==> config.mk <==
export PLATFORM = sky130hd
export DESIGN_NAME = fir_mac_engine
export DESIGN_NICKNAME = d
export VERILOG_FILES = /design/src/rtl/fir_pkg.sv /design/src/rtl/fir_mac_datapath.sv /design/src/rtl/fir_mac_engine.sv
export SDC_FILE = /design/constraint.sdc
export NUM_CORES = 1
export LEC_CHECK = 0
export ABC_AREA = 1
export CAP_MARGIN = 0
export CORE_MARGIN = 10
export CORE_UTILIZATION = 29
export DETAILED_ROUTE_END_ITERATION = 8
export HOLD_SLACK_MARGIN = 0.08
export PLACE_DENSITY = 0.44
export SLEW_MARGIN = 0
export SYNTH_ARGS = -nofsm -noshare
export SYNTH_HDL_FRONTEND = slang
export SYNTH_HIERARCHICAL = 1
export SYNTH_SLANG_ARGS = --single-unit
==> constraint.sdc <==
create_clock -name clk -period 14.9 [get_ports clk]
set_input_delay 1.49 -clock clk [delete_from_list [all_inputs] [get_ports clk]]
set_output_delay 1.49 -clock clk [all_outputs]
set_load 0.005 [all_outputs]
==> src/rtl/fir_pkg.sv <==
// rtl/fir_pkg.sv - shared types and constants for the four-tap FIR MAC engine
// Purpose: controller state encoding and datapath widths used by
//          fir_mac_engine and fir_mac_datapath.
// Contents: NUM_TAPS, DATA_W, ACC_W, Q_SHIFT, fir_state_e.
package fir_pkg;

  localparam int NUM_TAPS = 4;
  localparam int DATA_W   = 16;
  localparam int ACC_W    = 34;
  localparam int Q_SHIFT  = 15;

  typedef enum logic [3:0] {
    ST_IDLE  = 4'd0,
    ST_LOAD  = 4'd1,
    ST_ACK   = 4'd2,
    ST_SHIFT = 4'd3,
    ST_MAC0  = 4'd4,
    ST_MAC1  = 4'd5,
    ST_MAC2  = 4'd6,
    ST_MAC3  = 4'd7,
    ST_DONE  = 4'd8
  } fir_state_e;

endpackage

==> src/rtl/fir_mac_datapath.sv <==
// rtl/fir_mac_datapath.sv - sample history, coefficient copy, accumulator and result
// Purpose: storage and arithmetic for the FIR engine, sequenced by the
//          controller state it is handed.
// Ports:
//   clk, n_rst     clock, asynchronous active-low reset
//   state_i        current controller state
//   tap_i          coefficient index being loaded (valid in ST_LOAD)
//   sample_data_i  sample shifted into the history in ST_SHIFT
//   coef_i         coefficient captured into c[tap_i] in ST_LOAD
//   fir_out_o      filtered result, updated in ST_DONE
//   err_o          overflow flag of the last result, updated in ST_DONE
// Build option: FIR_SATURATE_EN clamps an overflowed result to all-ones;
//               otherwise the result wraps (truncates).
module fir_mac_datapath
  import fir_pkg::*;
(
  input  logic              clk,
  input  logic              n_rst,
  input  fir_state_e        state_i,
  input  logic [1:0]        tap_i,
  input  logic [DATA_W-1:0] sample_data_i,
  input  logic [DATA_W-1:0] coef_i,
  output logic [DATA_W-1:0] fir_out_o,
  output logic              err_o
);

  logic [DATA_W-1:0]   hist_q [NUM_TAPS];
  logic [DATA_W-1:0]   coef_q [NUM_TAPS];
  logic [ACC_W-1:0]    acc_q;
  logic [1:0]          mac_idx;
  logic [2*DATA_W-1:0] prod;
  logic [ACC_W-1:0]    acc_sum;
  logic                ovf;
  logic [DATA_W-1:0]   result;

  // Each MAC state consumes one tap; c[0] pairs with the newest sample h[0].
  always_comb begin
    mac_idx = 2'd0;
    case (state_i)
      ST_MAC1: mac_idx = 2'd1;
      ST_MAC2: mac_idx = 2'd2;
      ST_MAC3: mac_idx = 2'd3;
      default: mac_idx = 2'd0;
    endcase
  end

  assign prod    = (2*DATA_W)'(hist_q[mac_idx]) * (2*DATA_W)'(coef_q[mac_idx]);
  assign acc_sum = acc_q + ACC_W'(prod);

  // Q1.15 coefficients: the 16-bit result is acc[30:15]; any bit above it
  // means the true value does not fit.
  assign ovf = |acc_q[ACC_W-1:Q_SHIFT+DATA_W];

`ifdef FIR_SATURATE_EN
  assign result = ovf ? {DATA_W{1'b1}} : acc_q[Q_SHIFT+DATA_W-1:Q_SHIFT];
`else
  assign result = acc_q[Q_SHIFT+DATA_W-1:Q_SHIFT];
`endif

  always_ff @(posedge clk or negedge n_rst) begin
    if (!n_rst) begin
      for (int i = 0; i < NUM_TAPS; i++) begin
        hist_q[i] <= '0;
        coef_q[i] <= '0;
      end
      acc_q     <= '0;
      fir_out_o <= '0;
      err_o     <= 1'b0;
    end else begin
      case (state_i)
        ST_LOAD: coef_q[tap_i] <= coef_i;
        ST_SHIFT: begin
          for (int i = NUM_TAPS - 1; i > 0; i--) begin
            hist_q[i] <= hist_q[i-1];
          end
          hist_q[0] <= sample_data_i;
          acc_q     <= '0;
        end
        ST_MAC0, ST_MAC1, ST_MAC2, ST_MAC3: acc_q <= acc_sum;
        ST_DONE: begin
          fir_out_o <= result;
          err_o     <= ovf;
        end
        default: ;
      endcase
    end
  end

endmodule

==> src/rtl/fir_mac_engine.sv <==
// rtl/fir_mac_engine.sv - four-tap sequential FIR compute engine (top)
// Purpose: controller FSM and tap counter; reloads a coherent coefficient
//          copy on request and runs one 4-cycle MAC per accepted sample.
// Ports:
//   clk, n_rst           clock, asynchronous active-low reset
//   sample_data          sample from the register slave
//   data_ready           level, a new sample is pending
//   new_coefficient_set  level, coefficient bank changed and must be reloaded
//   fir_coefficient      coefficient selected by coefficient_num
//   coefficient_num      coefficient index being fetched (0 outside reload)
//   clear_new_coeff      one-cycle reload acknowledge
//   modwait              engine busy
//   fir_out              filtered result, held until the next one
//   err                  overflow flag of the last result
// Build option: FIR_SATURATE_EN selects saturating output (see datapath).
module fir_mac_engine #(
  parameter int NUM_TAPS = 4,
  parameter int DATA_W   = 16
) (
  input  logic              clk,
  input  logic              n_rst,
  input  logic [DATA_W-1:0] sample_data,
  input  logic              data_ready,
  input  logic              new_coefficient_set,
  input  logic [DATA_W-1:0] fir_coefficient,
  output logic [1:0]        coefficient_num,
  output logic              clear_new_coeff,
  output logic              modwait,
  output logic [DATA_W-1:0] fir_out,
  output logic              err
);

  localparam logic [1:0] LAST_TAP = 2'(NUM_TAPS - 1);

  fir_pkg::fir_state_e state_q, state_d;
  logic [1:0]          cnt_q, cnt_d;
  logic                modwait_q;
  logic                clear_q;

  // A pending reload wins over a pending sample so the sample is always
  // filtered with the newest coefficient set.
  always_comb begin
    state_d = state_q;
    cnt_d   = cnt_q;
    case (state_q)
      fir_pkg::ST_IDLE: begin
        if (new_coefficient_set) begin
          state_d = fir_pkg::ST_LOAD;
          cnt_d   = 2'd0;
        end else if (data_ready) begin
          state_d = fir_pkg::ST_SHIFT;
        end
      end
      fir_pkg::ST_LOAD: begin
        if (cnt_q == LAST_TAP) state_d = fir_pkg::ST_ACK;
        else                   cnt_d   = cnt_q + 2'd1;
      end
      fir_pkg::ST_ACK:   state_d = fir_pkg::ST_IDLE;
      fir_pkg::ST_SHIFT: state_d = fir_pkg::ST_MAC0;
      fir_pkg::ST_MAC0:  state_d = fir_pkg::ST_MAC1;
      fir_pkg::ST_MAC1:  state_d = fir_pkg::ST_MAC2;
      fir_pkg::ST_MAC2:  state_d = fir_pkg::ST_MAC3;
      fir_pkg::ST_MAC3:  state_d = fir_pkg::ST_DONE;
      fir_pkg::ST_DONE:  state_d = fir_pkg::ST_IDLE;
      default:           state_d = fir_pkg::ST_IDLE;
    endcase
  end

  always_ff @(posedge clk or negedge n_rst) begin
    if (!n_rst) begin
      state_q   <= fir_pkg::ST_IDLE;
      cnt_q     <= 2'd0;
      modwait_q <= 1'b0;
      clear_q   <= 1'b0;
    end else begin
      state_q   <= state_d;
      cnt_q     <= cnt_d;
      modwait_q <= (state_d != fir_pkg::ST_IDLE);
      clear_q   <= (state_d == fir_pkg::ST_ACK);
    end
  end

  assign coefficient_num = (state_q == fir_pkg::ST_LOAD) ? cnt_q : 2'd0;
  assign clear_new_coeff = clear_q;
  assign modwait         = modwait_q;

  fir_mac_datapath u_datapath (
    .clk           (clk),
    .n_rst         (n_rst),
    .state_i       (state_q),
    .tap_i         (cnt_q),
    .sample_data_i (sample_data),
    .coef_i        (fir_coefficient),
    .fir_out_o     (fir_out),
    .err_o         (err)
  );

endmodule

==> results of run 1 <==
## final timing paths
check | end | depth (start not counted)
setup / recovery | u_datapath/acc_q[17] | 29
hold / removal | u_datapath/fir_out_o[8] | 2
setup reg to reg | u_datapath/acc_q[17] | 29
hold reg to reg | u_datapath/fir_out_o[8] | 2
max in group asynchronous | u_datapath/acc_q[1] | 2
min in group asynchronous | u_datapath/fir_out_o[3] | 1
## layout make-up
| type | count | area, um2 | share of cell area [%] |
|---|---|---|---|
| flip-flops and latches | 187 | 4679 | 22.71 |
| clock buffers | 17 | 425.4 | 2.064 |
| inverters | 559 | 2098 | 10.18 |
| multi-input cells | 1506 | 11400 | 55.32 |
| clock inverters | 15 | 216.5 | 1.050 |
| well taps | 846 | 1059 | 5.136 |
| repair buffers | 77 | 729.5 | 3.539 |
## kinds of logic after synthesis
family          after synthesis  synth area share [%]
compound gates              268                 9.790
xor+xnor                      4                0.1893
fa+ha+maj                   334                 31.75
buf+inv                     626                 13.17
flops                       187                 25.29
simple gates                900                 19.82
## routing by layer
layer	global-route usage, %	vias to the layer above
li1	-	6969
met1	21.39	7095
met2	26.70	325
met3	3.004	77
met4	5.249	0
met5	0	-
## worst reg2reg max path, delay by kind of cell (launching register included)
family / cells / cell delay, ns
fa+ha+maj: 7 / 3.41
compound gates: 4 / 1.40
simple gates: 8 / 1.17
buf+inv: 10 / 2.08
flops: 1 / 0.48
## cells in the final DEF, fill, tap and decap left out, drive strengths merged, types with 2 or more instances in the layout
cell type      instances
a22o                   2
o21bai                 3
inv                  564
or2                   59
and2                   3
nand4                  5
ha                   108
xnor2                  3
clkinv                 8
dfrtp                187
buf                   21
a32oi                 31
o22ai                  4
fa                   226
clkdlybuf4s50         55
o21a                  16
nor2                 183
nand2                591
o21ai                165
nor4                   2
nand3                 49
clkbuf                18
a21oi                 43
nor3                   8
## per-stage QoR
stage / area, um2 / util [%] / hold slack, ns / cells / setup WS [ns]
2_1_floorplan: 18510 / - / 0.4455 / 2319 / 8.779
3_3_place_gp: 19940 / 31.61 / 0.4585 / 3173 / 5.455
3_5_place_dp: 19970 / 31.65 / 0.4658 / 3175 / 6.265
4_1_cts: 20610 / 32.67 / 0.4850 / 3207 / 6.238
5_1_grt: 20610 / 32.67 / 0.4992 / 3207 / 5.760
6_report: 20610 / 32.67 / 0.4843 / 3207 / 6.238
## sequential cells by signal (all words and copies together), names as in the netlist
register and count:
modwait 1, u_datapath/hist_q 64, clear_new_coeff 1, state_q 4
u_datapath/acc_q 34, u_datapath/fir_out_o 16, cnt_q 2, u_datapath/coef_q 64
u_datapath/err_o 1
==> summary.md, run 1 <==
| Metric | Value |
|---|---|
| Arrival @ worst endpoint | `8.99 ns` |
| Antenna violations before repair | `0` |
| Syn Nets | `2689` |
| Area contributors post-synth | `dfrtp_1, fa_1, nand2_1` |
| Mapped Cells | `2319` |
| Height of the die | `between 200 and 300 um` |
| Setup tns final | `0 ns` |
| First-pass GRT wire length | `roughly 90000 um` |
| RSZ-0062 raised after global routing | `no` |
| Min-delay src | `u_datapath/fir_out_o[8]` |
| WL met3 | `2905 um` |
| Vias/cell | `4.511` |
| GPL Wtd Cong | `0.9094` |
| Final hold violations | `0` |
| Post-synth top area cell | `dfrtp_1` |
| Primary FF master, synth | `dfrtp_1` |
| Post-CTS Setup Bufs | `0` |
| Worst-path fanout max | `50` |
| Post-synthesis cell type count | `41` |
| Setup crit start kind | `flop` |
| Met2 wire length | `about 27000 um` |
| Max Cap Violations | `0` |
| Clock sink count | `around 190` |
| Outcome | `completed` |
| Most frequent cells after synthesis | `nand2_1, inv_1, fa_1, dfrtp_1, nor2_1` |
| Area Overhead vs Synth | `11.37%` |
| Min-delay worst type | `flop to flop` |
| Syn Std Cell Area | `18510 um2` |
| Worst reg2reg path startpoint | `state_q[3]` |
| Crit path capture type | `flop` |
| Vias in the first global route | `15670` |
| Buf/Inv on CP | `10` |
| Setup Skew | `around 0.023 ns` |
| Detailed placer's ending HPWL | `45740 um` |
| Synth Register Bits | `between 150 and 200` |
| Critical path class | `flop to flop` |
| CP required | `15.23 ns` |
| Antenna Nets Post-Route | `0` |
| Root Driver | `clkbuf_16` |
| Core area | `~63000 um2` |
| ANT cells | `0` |
| DIE WIDTH | `between 200 and 300 um` |
| Final Critical Period | `8.662 ns` |
| Reg-to-reg slack, setup | `6.24 ns` |
| Critical path's slowest cell | `o31ai_2` |
| Crit-path max cell delay | `0.81 ns` |
| Final wirelength | `58180 um` |
| Slew HR | `around a third` |
| CTS tree | `built` |
| Clock latency on the worst-skew pair | `0.50 ns` |
| Count leader, synth | `nand2_1` |
| Max Clk Rate | `between 0.1 and 0.15 GHz` |
| Top routing layer used | `met4` |
| Ys async rst share | `100.0%` |
| Tcrit/Tclk final | `58.13%` |
| Starting density of the core | `29.34%` |
| Drt drc | `0` |
| Met1 Wirelength | `26430 um` |
| Worst path top cell family by delay | `adder cells` |
| DRT Pass-1 Iters | `5` |
| Post-layout nets | `2718` |
| Pin count of the biggest net entering global routing | `92` |
| Slew Viols, Final | `0` |
| WL per Instance | `18.14 um` |
| Layout cells sized above 1 | `6.014%` |
| Vias | `roughly 14000` |
| Crit path from | `state_q[3]` |
| Yosys warning count | `6` |
| Die ar. | `74320 um2` |
| Syn avg cell area | `~8.0 um2` |
| Port Buf Inserts | `56` |
| Row count | `92` |
| H-tree depth | `4` |
| FILL cells | `approximately 6900` |
| CTS max path bufs | `2` |
| # IOs | `57` |
| Hold-fix buffers at CTS | `0` |
| Num CTS Buffers | `17` |
| Yosys top cell area share | `25.29%` |
| Post-CTS resize count | `0` |
| First DRT Iteration DRCs | `972` |
| Clock-pin transition on the worst setup and hold timing paths | `0.08 ns` |
| Seq/Total Area, Yosys | `25.29%` |
| Least-Margin Pin Slew | `~1 ns` |
| Final setup vio count | `0` |
| Global route overflow | `0` |
| EDFF count, synth | `0` |
| GRT Util Overall | `16.28%` |
Power of run 1 is left out: the tool's default activity adds up to more than one toggle a clock period on the data nets, which glitch-free logic cannot reach.
==> run 2, diff against run 1 <==
PLACE_DENSITY = 0.45   (was 0.44)
clock period = 7.05 ns   (was 14.9 ns; I/O delays follow)
==> run 2 against run 1 <==
Compared with the run above: count of clock-buffer cells in the layout grew 1; maximum frequency grew 29%; register-to-register slack lost 5.9 ns; critical path depth down 1; wire length fell by 0.48%.
==> summary.md, run 2 (synthesized netlist as in run 1, its figures left out) <==
| Metric | Value |
|---|---|
| Final Core Density | `around a third` |
| Commonest non-fill, non-tap cells in the layout | `nand2_1, inv_1, fa_1, dfrtp_1, nor2_1` |
| Hold-fix buffers at CTS | `0` |
| Root Driver | `clkbuf_16` |
| WL per Instance | `roughly 18 um` |
| Vias in the first global route | `between 15000 and 20000` |
| Clock-pin transition on the worst setup and hold timing paths | `0.09 ns` |
| CP required | `7.42 ns` |
| Least-Margin Pin Slew | `1.171 ns` |
| Layout cells sized above 1 | `approximately 8%` |
| Critical path class | `flop to flop` |
| Commonest non-fill, non-tap cell in the layout | `nand2_1` |
| Post-layout nets | `2759` |
| Critical path's slowest cell | `fa_1` |
| R2R depth | `28` |
| Met2 Usage GRT | `about 27%` |
| Global route overflow | `0` |
| Drt drc | `0` |
| Final wirelength | `57900 um` |
| Vias | `14638` |
| First DRT Iteration DRCs | `approximately 1000` |
| Max Clk Rate | `0.1485 GHz` |
| Worst reg2reg path startpoint | `state_q[3]` |
| Tcrit/Tclk final | `approximately 95%` |
| Largest registers | `u_datapath/coef_q: 64 flops, u_datapath/hist_q: 64 flops, u_datapath/acc_q: 34 flops` |
| Max Cap Violations | `0` |
| Clock latency on the worst-skew pair | `0.49 ns` |
| Detailed placer's ending HPWL | `45990 um` |
| Slew Viols, Final | `0` |
| Arrival @ worst endpoint | `7.10 ns` |
| Met3 Use GR | `2.699%` |
| Crit-path max cell delay | `0.54 ns` |
| Clock sink count | `187` |
| Outcome | `completed` |
| Setup Skew | `0.01840 ns` |
| # IOs | `57` |
| Height of the die | `around 270 um` |
| Starting density of the core | `29.34%` |
| Worst reg2reg endpoint | `u_datapath/acc_q[29]` |
| Antenna Nets Post-Route | `0` |
| Worst-path fanout max | `58` |
| Min-delay worst type | `input port to async pin` |
| RSZ-0062 raised after global routing | `yes` |
| Crit path capture type | `flop` |
| Port Buf Inserts | `56` |
| Final hold violations | `0` |
| Core area | `63080 um2` |
| DRT Pass-1 Iters | `6` |
| Setup crit start kind | `flop` |
| Met1 GRT Util | `21.18%` |
| Setup tns final | `0 ns` |
| Area Overhead vs Synth | `13.94%` |
| Reg-to-reg slack, setup | `roughly 0.32 ns` |
| CTS tree | `built` |
| Final Critical Period | `6.732 ns` |
| Num CTS Buffers | `17` |
| Final setup vio count | `0` |
| Row count | `92` |
| First-pass GRT wire length | `91830 um` |
| H-tree depth | `4` |
| Slew HR | `between 20% and 30%` |
| Vias/cell | `between 4 and 5` |
| Global route hottest layer | `met2` |
| Antenna violations before repair | `0` |
| CTS max path bufs | `2` |
| Pin count of the biggest net entering global routing | `slightly above 90` |
| GPL Wtd Cong | `0.9323` |
| GRT Util Overall | `16.13%` |
| Die ar. | `about 74000 um2` |
| DIE WIDTH | `approximately 270 um` |
| ANT cells | `0` |
==> run 2: cell count changes in the layout (fill, tap and decap cells not counted), sizes merged <==
cell    before  now
clkinv       8    7
clkbuf      18   20
buf         21   61
bufinv       1    0
inv        564  565
==> run 2: what timing repair did <==
action | in CTS | in global routing
setup buffers | 0 | 12
resized for setup | 1 | 27
endpoints found under the setup margin | 1 | 22
pin swaps | 0 | 11
gates cloned | 0 | 1
==> run 2: layer usage <==
metal,wire length [um],share of wire [%]
met1,26340,46
met2,28010,48
met3,2457,4.2
met4,1082,1.9
met5,0,0
==> run 2: worst max-delay path by stage <==
stage,start,endpoint,depth (start not counted)
after floorplan,state_q[3],u_datapath/acc_q[30],28
after global placement,state_q[3],u_datapath/acc_q[31],29
after detailed placement,state_q[3],u_datapath/acc_q[31],29
after CTS,state_q[3],u_datapath/acc_q[30],27
after global routing,state_q[3],u_datapath/acc_q[31],30
final,state_q[3],u_datapath/acc_q[29],28
==> run 2: worst max-delay path, delay by kind of cell, from the launching register on <==
| kind | cells | cell delay (ns) |
|---|---|---|
| simple gates | 13 | 1.75 |
| fa+ha+maj | 7 | 3.40 |
| flops | 1 | 0.40 |
| compound gates | 1 | 0.35 |
| buf+inv | 7 | 0.67 |
==> run 2: metrics by stage <==
stage                     instances  hold slack (ns)  instance area, um2  setup WS, ns
after floorplan                2319           0.4094               18510        0.9285
after global placement         3203           0.4609               20230      -0.08792
after detailed placement       3203           0.4623               20230      -0.03113
after CTS                      3235           0.3048               20840      0.009874
after global routing           3248           0.3240               21090     -0.007313
final                          3248           0.2801               21090        0.3181
==> run 2: cell type report <==
type / count / area, um2
clock buffers: 18 / 439.2
inverters: 559 / 2108
repair buffers: 118 / 1122
well taps: 846 / 1059
multi-input cells: 1506 / 11510
flip-flops and latches: 187 / 4679
clock inverters: 14 / 167.7
fillers: 6849 / 41990
Power of run 2 is left out for the same reason.
==> run 3, diff against run 2 <==
ABC_AREA = default   (was 1)
PLACE_DENSITY = 0.44   (was 0.45)
clock period = 8 ns   (was 7.05 ns; I/O delays follow)
==> run 3 against run 2 <==
Compared with the run above: critical path depth is 4 lower; worst setup slack better by 0.11 ns; flip-flop and latch count stayed put; sequential share of layout area is 1.1 points higher; maximum frequency is 11% lower; count of clock-buffer cells in the layout is 1 lower; global-route usage is 1.2 points lower; hold slack better by 0.042 ns; wire length is 11% lower; via count is 11% lower; synthesized cell count is 17% lower; area after synthesis is 4.0% lower; critical path type unchanged; largest cell class unchanged.
==> summary.md, run 3 <==
| Metric | Value |
|---|---|
| Global route overflow | `0` |
| DIE WIDTH | `between 200 and 300 um` |
| Vias/cell | `4.696` |
| Final Critical Period | `7.573 ns` |
| Setup tns final | `0 ns` |
| Final hold violations | `0` |
| Clock sink count | `between 150 and 200` |
| Starting density of the core | `29.37%` |
| Critical path class | `flop to flop` |
| Slew Viols, Final | `0` |
| Clock-pin transition on the worst setup and hold timing paths | `approximately 0.08 ns` |
| Tcrit/Tclk final | `between 90% and 100%` |
| # IOs | `57` |
| Setup Skew | `between 0.02 and 0.025 ns` |
| Commonest non-fill, non-tap cell in the layout | `nand2_1` |
| Hold-fix buffers at CTS | `0` |
| Largest registers | `u_datapath/coef_q: 64 flops, u_datapath/hist_q: 64 flops, u_datapath/acc_q: 34 flops` |
| Root Driver | `clkbuf_16` |
| Layout cells sized above 1 | `10.94%` |
| Pin count of the biggest net entering global routing | `72` |
| Yosys warning count | `6` |
| Drt drc | `0` |
| Final wirelength | `51260 um` |
| Clock latency on the worst-skew pair | `just under 0.5 ns` |
| Max Cap Violations | `0` |
| GRT Util Overall | `14.94%` |
| Num CTS Buffers | `17` |
| Crit path capture type | `flop` |
| Final setup vio count | `0` |
| Syn avg cell area | `9.201 um2` |
| Yosys top cell area share | `26.35%` |
| First-pass GRT wire length | `81790 um` |
| Primary FF master, synth | `dfrtp_1` |
| Max Clk Rate | `0.1320 GHz` |
| Mapped Cells | `1930` |
| Row count | `90` |
| Commonest non-fill, non-tap cells in the layout | `nand2_1, inv_1, fa_1, dfrtp_1, nor2_1` |
| Seq/Total Area, Yosys | `26.35%` |
| Syn Nets | `2300` |
| First DRT Iteration DRCs | `roughly 780` |
| Detailed placer's ending HPWL | `about 40000 um` |
| Arrival @ worst endpoint | `7.98 ns` |
| Antenna Nets Post-Route | `0` |
| Min-delay worst type | `input port to async pin` |
| H-tree depth | `4` |
| Syn Std Cell Area | `17760 um2` |
| CTS max path bufs | `2` |
| Area contributors post-synth | `dfrtp_1, fa_1, nand2_1` |
| Most frequent cells after synthesis | `nand2_1, inv_1, fa_1, dfrtp_1, nor2_1` |
| Vias in the first global route | `roughly 14000` |
| Ys async rst share | `100.0%` |
| Port Buf Inserts | `56` |
| DRT Pass-1 Iters | `5` |
| R2R depth | `24` |
| EDFF count, synth | `0` |
| Antenna violations before repair | `0` |
| GPL Wtd Cong | `0.8587` |
| Post-synth top area cell | `dfrtp_1` |
| Least-Margin Pin Slew | `between 1 and 1.5 ns` |
| CP required | `~8.4 ns` |
| Core area | `roughly 60000 um2` |
| Area Overhead vs Synth | `13.25%` |
| ANT cells | `0` |
| Synth Register Bits | `187` |
| Slew HR | `15.58%` |
| Outcome | `completed` |
| CTS tree | `built` |
| Post-layout nets | `2359` |
| Post-synthesis cell type count | `67` |
| Setup crit start kind | `flop` |
| RSZ-0062 raised after global routing | `no` |
| Count leader, synth | `nand2_1` |
| Height of the die | `267.5 um` |
| Worst-path fanout max | `25` |
| Vias | `roughly 13000` |
| WL per Instance | `18.42 um` |
| Die ar. | `71530 um2` |
==> run 3: cell count changes after synthesis, moves of 18 or more <==
cell,delta
or2_1,-18
a21oi_1,-19
inv_1,-172
or2_2,-19
o21ai_0,-116
inv_2,-30
clkbuf_1,+21
nand2_1,-185
or2_0,-18
mux2_2,+81
and2_1,+51
nor2_1,-44
==> run 3: final timing paths <==
path	from	slack, ns	end
setup / recovery	state_q[2]	0.43	u_datapath/acc_q[29]
max in group asynchronous	n_rst	6.38	u_datapath/hist_q[41]
setup reg to reg	state_q[2]	0.43	u_datapath/acc_q[29]
min in group clk	u_datapath/hist_q[3]	0.48	u_datapath/hist_q[3]
hold reg to reg	u_datapath/hist_q[3]	0.48	u_datapath/hist_q[3]
hold / removal	n_rst	0.32	u_datapath/coef_q[48]
==> run 3: cell families after synthesis <==
logic type,Yosys count,share of synthesized area (%)
fa+ha+maj,334,33.09
mux,103,7.504
simple gates,680,16.28
compound gates,161,5.982
buf+inv,438,9.462
flops,187,26.35
xor+xnor,27,1.332
==> run 3: critical path: stages, from the launching register on <==
cell      delay, ns
dfrtp_1        0.38
nor2b_1        0.14
buf_4          0.16
nand2_4        0.31
buf_4          0.26
mux4_2         0.78
nand2_1        0.19
fa_1           0.42
inv_1          0.08
fa_1           0.44
fa_1           0.62
fa_1           0.47
fa_1           0.51
inv_1          0.06
fa_1           0.49
inv_1          0.04
ha_1           0.38
a211oi_1       0.25
nor2_1         0.10
o41ai_2        0.24
o21ai_2        0.19
a31oi_1        0.30
o21ai_1        0.16
or3_1          0.40
nand3_1        0.08
==> run 3: area by class of cell <==
type                            instances  area [um2]
Tap cell                              782       978.4
Inverter                              356        1336
Clock inverter                         14       172.7
Timing Repair Buffer                  122        1085
Multi-Input combinational cell       1305       11430
Sequential cell                       187        4679
Fill cell                            6285       40360
Clock buffer                           17       425.4
==> run 3: metrics by stage <==
| stage | instances | hold slack, ns | setup WS (ns) | utilization (%) | area, um2 |
|---|---|---|---|---|---|
| after floorplan | 1930 | 0.4411 | 0.8884 | - | 17760 |
| after global placement | 2742 | 0.4544 | 0.3079 | 32.07 | 19390 |
| after detailed placement | 2742 | 0.4633 | 0.2846 | 32.07 | 19390 |
| after CTS | 2773 | 0.3012 | 0.2451 | 33.06 | 19990 |
| after global routing | 2783 | 0.3407 | 0.03436 | 33.26 | 20110 |
| final | 2783 | 0.3223 | 0.4268 | 33.26 | 20110 |
==> run 3: timing repair <==
action / in CTS / in global routing
setup endpoints to repair: 0 / 10
resized for setup: 0 / 7
buffers inserted: 0 / 10
==> run 3: routing by layer <==
metal | vias up | global-route usage [%] | wire length (um) | share of wire, %
met5 | - | 0 | 0 | 0
met4 | 0 | 3.954 | 913 | 1.8
met3 | 41 | 2.972 | 2142 | 4.2
met2 | 227 | 24.14 | 24370 | 48
met1 | 6732 | 20.12 | 23840 | 46
li1 | 6070 | - | - | -
Power of run 3 is left out for the same reason.
